$ cat config.mk
export PLATFORM = sky130hd
export DESIGN_NAME = seq_divider
export DESIGN_NICKNAME = d
export VERILOG_FILES = /design/src/rtl/seq_divider.sv
export SDC_FILE = /design/constraint.sdc
export NUM_CORES = 1
export LEC_CHECK = 0
export BUFFER_PORTS_ARGS = -buffer_cell sky130_fd_sc_hd__clkbuf_2
export CAP_MARGIN = 20
export CORE_AREA = 8 8 96 98
export DETAILED_ROUTE_END_ITERATION = 8
export DIE_AREA = 0 0 104 106
export PLACE_DENSITY = 0.78
export SYNTH_ARGS = -nofsm -noshare
export SYNTH_HDL_FRONTEND = slang
export SYNTH_SLANG_ARGS = --single-unit
$ cat constraint.sdc
create_clock -name clk -period 8.99 [get_ports clk]
set_input_delay 1.798 -clock clk [delete_from_list [all_inputs] [get_ports clk]]
set_output_delay 1.798 -clock clk [all_outputs]
set_load 0.05 [all_outputs]
$ cat src/rtl/seq_divider.sv
// Unsigned restoring divider producing one quotient bit per clock.
// Trial subtractions run through an explicit ripple-carry add/subtract chain (carry_in=1, carry_out=1 means no borrow).
module seq_divider #(
    parameter int bit_width = 16
) (
    input  logic                 clk,
    input  logic                 rst,
    input  logic                 start,
    input  logic [bit_width-1:0] dividend,
    input  logic [bit_width-1:0] divisor,
    output logic                 busy,
    output logic                 done,
    output logic [bit_width-1:0] quotient,
    output logic [bit_width-1:0] remainder,
    output logic                 div_by_zero
);
    localparam int CW = $clog2(bit_width);
    localparam logic [CW-1:0] LAST_ITER = CW'(bit_width - 1);

    typedef enum logic [1:0] {IDLE, RUN, DONE} state_t;

    state_t               state_reg;
    logic [bit_width:0]   r_reg;
    logic [bit_width-1:0] q_reg;
    logic [bit_width-1:0] divisor_reg;
    logic [CW-1:0]        count_reg;

    logic [bit_width:0]   add_a;
    logic [bit_width:0]   add_b;
    logic [bit_width:0]   add_sum;
    logic [bit_width+1:0] carry;
    logic                 carry_out;
    logic [bit_width:0]   r_next;
    logic [bit_width-1:0] q_next;
    logic                 unused_r_msb;

    // The top bit of R is always 0 between iterations because R < divisor.
    assign unused_r_msb = r_reg[bit_width];

    assign add_a    = {r_reg[bit_width-1:0], q_reg[bit_width-1]};
    assign add_b    = {1'b0, divisor_reg};
    assign carry[0] = 1'b1;

    generate
        for (genvar gi = 0; gi <= bit_width; gi++) begin : g_ripple
            logic b_inv;
            assign b_inv         = ~add_b[gi];
            assign add_sum[gi]   = add_a[gi] ^ b_inv ^ carry[gi];
            assign carry[gi + 1] = (add_a[gi] & b_inv) | (carry[gi] & (add_a[gi] ^ b_inv));
        end
    endgenerate

    assign carry_out = carry[bit_width+1];
    assign r_next    = carry_out ? add_sum : add_a;
    assign q_next    = {q_reg[bit_width-2:0], carry_out};

    always_ff @(posedge clk) begin
        if (rst) begin
            state_reg   <= IDLE;
            r_reg       <= '0;
            q_reg       <= '0;
            divisor_reg <= '0;
            count_reg   <= '0;
            busy        <= 1'b0;
            done        <= 1'b0;
            quotient    <= '0;
            remainder   <= '0;
            div_by_zero <= 1'b0;
        end else begin
            case (state_reg)
                IDLE, DONE: begin
                    if (start) begin
                        divisor_reg <= divisor;
                        q_reg       <= dividend;
                        r_reg       <= '0;
                        count_reg   <= '0;
                        div_by_zero <= 1'b0;
                        done        <= 1'b0;
                        if (divisor == '0) begin
                            // No iterations needed: results are known on the accept edge.
                            state_reg   <= DONE;
                            done        <= 1'b1;
                            quotient    <= '1;
                            remainder   <= dividend;
                            div_by_zero <= 1'b1;
                        end else begin
                            state_reg <= RUN;
                            busy      <= 1'b1;
                        end
                    end else begin
                        state_reg <= IDLE;
                        done      <= 1'b0;
                    end
                end
                RUN: begin
                    r_reg     <= r_next;
                    q_reg     <= q_next;
                    count_reg <= count_reg + 1'b1;
                    if (count_reg == LAST_ITER) begin
                        state_reg <= DONE;
                        busy      <= 1'b0;
                        done      <= 1'b1;
                        quotient  <= q_next;
                        remainder <= r_next[bit_width-1:0];
                    end
                end
                default: state_reg <= IDLE;
            endcase
        end
    end
endmodule

==> impl_metrics.tcl, run 1 <==
set metrics [dict create \
    drt_first_iter_violations 331 \
    worstSetupStartpointType "flip-flop" \
    crit_type "flip-flop to flip-flop" \
    starting_density_of_the_core_pct 53.3 \
    regArea_mm2 0.00178 \
    tritoncts_clock_tree "yes" \
    first_global_vias 3443 \
    total_power_mw 1.01 \
    clock_group_share_of_total_power_pct 27.7 \
    synth_cell_type_count 35 \
    antenna_found_initial 0 \
    filler_cell_count 729 \
    critical_path_required_ns 9.25 \
    vdd_drop_max_mv 0.127 \
    finalCritPeriodShare_pct 87.5 \
    chipWidth_um 104 \
    grt_setup_unrepaired "false" \
    cts_root_buf "clkbuf_8" \
    die_h_um 106 \
    skew_ns 0.00801 \
    post_route_cells_drive_above_1_share_pct 21.3 \
    final_net_count 573 \
    worstMarginPinSlew_ns 1.06 \
    post_cts_sizing 0 \
    num_antenna_cells 0 \
    static-leakage-power_nw 1.77 \
    track_usage_pct 18.1 \
    fin_tns_setup_ns 0 \
    synth_cells 477 \
    final_critical_path_time_including_i_o_delays_and_setup_ns 7.87 \
    cts_inserted_buffers 9 \
    worstSetupEndpointType "flip-flop" \
    setup-violations-final 0 \
    vias_per_cell 5.45 \
    cts_post_setup_buffers_inserted 0 \
    synth-warning-count 0 \
    max-cap-violations 0 \
    grt_first_pass_wirelength_um 17100 \
    multiInputGateArea_mm2 0.00207 \
    design.die.area_mm2 0.0110 \
    synth_seq_cells 89 \
    grt_max_degree 90 \
    globalRouteOverflowTotal 0 \
    max_clock_freq_mhz 127 \
    sequential_cell_area_fraction_in_the_yosys_report_pct 42.6 \
    clk_transition_reported_paths_ns 0.08 \
    worst_skew_pair.late_latency_ns 0.35 \
    area_delta_synth_final_pct 12.0 \
    remaining_drc_errors 0 \
    share_comb_of_total_power_pct 27.9 \
    postSynth.topFlopCell "dfxtp_1" \
    final_max_slew_viol_count 0 \
    drt_first_pass_iters 5 \
    path_max_fanout 17 \
    drt-wirelength-per-cell_um 15.6 \
    status "finished clean" \
    p_switching_mw 0.327 \
    core_ar_mm2 0.00785 \
    place_hpwl_um 6930 \
    seq_power_share_pct 44.4 \
    postSynthNetCount 529 \
    timing.max_slew.rel_slack_pct 29.2 \
    ant_nets 0 \
    p_int_mw 0.679 \
    postCtsHoldBufs 0 \
    p_sw_share_pct 32.5 \
    synth_edf_count 0 \
    finalWeightedCongestion 0.876 \
    io_pins 70 \
    postRouteWirelength_um 9860 \
    synth.cell_area_mm2 0.00418 \
    power_density_normalized_to_cell_area_mw_per_mm2 215 \
    clkSinkCount 89 \
    async_reset_ff_share_pct 0 \
    row_count 33 \
    port_buffers 69 \
    via_count 3440 \
    clock_path_buffers 2 \
    worst_min_delay_path_class "flip-flop to flip-flop" \
    arrival_ns 8.13 \
    cts_max_level 3 \
    synth_area_per_cell_um2 8.77 \
    finalHoldViolations 0 \
]
-- worst max-delay path, stage by stage (launching register included) --
cell and delay, ns:
dfxtp_1 0.35, inv_1 0.06, ha_1 0.21, fa_1 0.39, fa_1 0.39, fa_1 0.39
fa_1 0.39, fa_1 0.38, fa_1 0.40, fa_1 0.39, fa_1 0.38, fa_1 0.40
fa_1 0.39, fa_1 0.39, fa_1 0.40, fa_1 0.41, fa_1 0.41, fa_1 0.64
nor3b_1 0.26, a211oi_1 0.42, a21oi_1 0.08, a211oi_1 0.23
-- cells in the mapped netlist (all sizes together), types with 2 or more instances --
master	count	area, µm²
dfxtp	89	1780
nand2	72	270
a211oi	63	538
nor2	56	220
a21oi	54	282
inv	32	120
buf	22	153
clkbuf	18	67.6
a311oi	16	140
fa	15	300
nor3b	15	113
nor4	4	31.3
nand2b	3	26.3
o21ai	3	18.8
ha	2	25.0
mux2i	2	20.0
nand4	2	12.5
nor2b	2	12.5
-- final timing paths --
check,start,endpoint,slack [ns],cells after the start
max,q_reg[15]$_SDFFE_PP0P_,remainder[11]$_SDFFE_PP0P_,1.12,21
min,quotient[10]$_SDFFE_PP0P_,quotient[10]$_SDFFE_PP0P_,0.45,2
max reg2reg,q_reg[15]$_SDFFE_PP0P_,remainder[11]$_SDFFE_PP0P_,1.12,21
min reg2reg,quotient[10]$_SDFFE_PP0P_,quotient[10]$_SDFFE_PP0P_,0.45,2
-- metrics by stage --
step	utilization [%]	worst slack, ns	hold slack (ns)	area, µm²	instances
5_1_grt	59.7	0.856	0.479	4690	631
3_3_place_gp	57.1	1.35	0.441	4480	615
3_5_place_dp	57.1	1.22	0.444	4480	615
4_1_cts	59.7	1.18	0.456	4690	631
2_1_floorplan	-	1.71	0.440	4180	477
6_report	59.7	1.12	0.453	4690	631
-- layout make-up --
type	count	area share (%)
clock buffer	11	3.23
clock inverter	5	1.15
inverter	32	2.56
multi-input combinational	316	44.2
sequential	89	38.0
tap	105	2.80
timing repair buffer	73	8.01
-- layer usage --
layer  track usage (%)  wire length (µm)
met3              4.36               754
met4              5.27                89
met1              25.0              4680
met2              27.6              4330
met5                 0                 0
-- placed cells by master (no fill, tap or decap), types with 2 or more instances in the layout --
cell      synthesis  routed
nor3b_1          15      15
o21ai_0           2       2
inv_1            32      32
clkbuf_8          0      11
buf_4             1       4
ha_1              2       2
nand4_1           2       2
a211oi_2         13      13
clkinv_2          0       3
clkbuf_2          0      68
mux2i_1           2       2
dfxtp_1          89      89
nor2_1           54      54
nor4_1            3       3
a211oi_1         50      50
nand2_1          72      72
a311oi_1         16      16
a21oi_1          53      53
fa_1             15      15
-- power groups by stage --
stage	logic [mW]	registers, mW	clock network (mW)
2_1_floorplan	0.233	0.446	0
3_3_place_gp	0.267	0.454	0
3_5_place_dp	0.275	0.455	0
4_1_cts	0.277	0.446	0.283
5_1_grt	0.317	0.450	0.301
6_report	0.281	0.446	0.279
-- logic make-up (layout without fill, tap and decap cells) --
group | count (synthesis) | in the layout | share of synthesized area [%]
compound gates | 138 | 138 | 23.7
fa+ha+maj | 17 | 17 | 7.78
buf+inv | 72 | 121 | 8.13
flops | 89 | 89 | 42.6
mux | 3 | 3 | 0.748
simple gates | 158 | 158 | 17.0
(Power assumes the default switching activity.)
==> run 2, diff against run 1 <==
--- a/config.mk
+++ b/config.mk
@@ -7,9 +7,9 @@
 export LEC_CHECK = 0
 export BUFFER_PORTS_ARGS = -buffer_cell sky130_fd_sc_hd__clkbuf_2
 export CAP_MARGIN = 20
-export CORE_AREA = 8 8 96 98
+export CORE_AREA = 2 2 90 92
 export DETAILED_ROUTE_END_ITERATION = 8
-export DIE_AREA = 0 0 104 106
+export DIE_AREA = 0 0 92 94
 export PLACE_DENSITY = 0.78
 export SYNTH_ARGS = -nofsm -noshare
 export SYNTH_HDL_FRONTEND = slang
==> run 2 against run 1 <==
Compared with the run above:
- sequential power is essentially flat
- sequential cell count is the same
- power shrank 2.1%
- die area shrank 22%
- largest cell class unchanged
- largest power group unchanged
- highest routed layer unchanged
==> impl_metrics.tcl, run 2 (synthesis gave the netlist of run 1 again) <==
set metrics [dict create \
    most_frequent_cells_in_the_layout "dfxtp_1 (89), nand2_1 (72), clkbuf_2 (68)" \
    crit_type "flip-flop to flip-flop" \
    num_antenna_cells 0 \
    starting_density_of_the_core_pct 55.0 \
    final_max_slew_viol_count 0 \
    commonest_non_fill_non_tap_cell_in_the_layout "dfxtp_1" \
    grt_first_pass_wirelength_um 15500 \
    clock_path_buffers 2 \
    clk_transition_reported_paths_ns 0.09 \
    design.die.area_mm2 0.00865 \
    clkSinkCount 89 \
    cts_root_buf "clkbuf_8" \
    max-cap-violations 0 \
    track_usage_pct 22.5 \
    static-leakage-power_nw 1.76 \
    finalCritPeriodShare_pct 86.8 \
    antenna_found_initial 0 \
    cp-startpoint "q_reg[15]$_SDFFE_PP0P_" \
    post_cts_sizing 0 \
    postCtsHoldBufs 0 \
    finalWeightedCongestion 0.905 \
    worstSetupStartpointType "flip-flop" \
    arrival_ns 8.09 \
    first_global_vias 3194 \
    tritoncts_clock_tree "yes" \
    chipWidth_um 92 \
    p_sw_share_pct 34.2 \
    vdd_drop_max_mv 0.103 \
    io_pins 70 \
    status "finished clean" \
    port_buffers 69 \
    fin_tns_setup_ns 0 \
    place_hpwl_um 6320 \
    final_net_count 573 \
    drt_first_iter_violations 288 \
    worstSetupEndpointType "flip-flop" \
    globalRouteOverflowTotal 0 \
    cts_max_level 3 \
    ant_nets 0 \
    cts_inserted_buffers 9 \
    grt_setup_unrepaired "false" \
    share_comb_of_total_power_pct 28.2 \
    placedCellCount 612 \
    grt_max_degree 90 \
    clock_group_share_of_total_power_pct 26.4 \
    cts_post_setup_buffers_inserted 0 \
    drt_first_pass_iters 4 \
    p_int_mw 0.647 \
    die_h_um 94 \
    setup-violations-final 0 \
    via_count 3513 \
    finalHoldViolations 0 \
    cell_count_final_fillers_out 628 \
    worst_min_delay_path_class "flip-flop to flip-flop" \
    seq_power_share_pct 45.4 \
    power_density_normalized_to_cell_area_mw_per_mm2 211 \
    postRouteWirelength_um 9320 \
    post_route_cells_drive_above_1_share_pct 21.3 \
    timing.max_slew.rel_slack_pct 30.8 \
    worst_r2r_startpoint "q_reg[15]$_SDFFE_PP0P_" \
    skew_ns 0.0118 \
    drt-wirelength-per-cell_um 14.8 \
    layout.core_utilization_pct 61.3 \
    vias_per_cell 5.59 \
    row_count 32 \
    core_ar_mm2 0.00761 \
    remaining_drc_errors 0 \
    max_clock_freq_mhz 128 \
    fin_hold_ws_ns 0.455 \
    path_max_fanout 17 \
    p_switching_mw 0.337 \
    worst_skew_pair.late_latency_ns 0.36 \
    critical_path_required_ns 9.27 \
    worstMarginPinSlew_ns 1.04 \
    area_delta_synth_final_pct 11.5 \
    min-delay-start "quotient[13]$_SDFFE_PP0P_" \
    final_critical_path_time_including_i_o_delays_and_setup_ns 7.81 \
]
## run 2: worst paths after layout
check,end,slack [ns],cells after the start
max,remainder[7]$_SDFFE_PP0P_,1.18,21
min,quotient[13]$_SDFFE_PP0P_,0.45,2
max reg2reg,remainder[7]$_SDFFE_PP0P_,1.18,21
min reg2reg,quotient[13]$_SDFFE_PP0P_,0.45,2
## run 2: routing by layer
layer  up-vias  track usage [%]  routed length, µm
li1       1733                -                  -
met1      1647             32.2               4430
met2       121             33.0               4090
met3        12             5.30                674
met4         0             8.58                120
met5         -                0                  0
## run 2: worst max-delay path: stages, from the launching register on
cell and delay (ns):
dfxtp_1 0.35, inv_1 0.05, ha_1 0.21, fa_1 0.39, fa_1 0.40, fa_1 0.39
fa_1 0.40, fa_1 0.39, fa_1 0.39, fa_1 0.40, fa_1 0.39, fa_1 0.40
fa_1 0.39, fa_1 0.39, fa_1 0.42, fa_1 0.40, fa_1 0.40, fa_1 0.61
nor3b_1 0.24, a211oi_1 0.40, a21oi_1 0.11, a211oi_2 0.23
## run 2: layout make-up
type	instances	area [µm²]
clock buffer	10	138
fill	680	2940
clock inverter	6	50.0
tap	102	128
timing repair buffer	73	375
inverter	32	120
sequential	89	1780
multi-input combinational	316	2070
## run 2: power by group through the flow
stage / combinational [mW] / sequential (mW) / clock (mW)
floorplan: 0.233 / 0.446 / 0
global placement: 0.265 / 0.454 / 0
global route: 0.313 / 0.450 / 0.284
detailed placement: 0.274 / 0.455 / 0
CTS: 0.276 / 0.446 / 0.267
finish: 0.278 / 0.447 / 0.260
## run 2: through the flow
step / setup slack [ns] / cell area (µm²) / total power, mW
2_1_floorplan: 1.71 / 4180 / 0.679
3_3_place_gp: 1.36 / 4480 / 0.719
3_5_place_dp: 1.26 / 4480 / 0.729
4_1_cts: 1.24 / 4660 / 0.989
5_1_grt: 0.852 / 4660 / 1.05
6_report: 1.18 / 4660 / 0.985
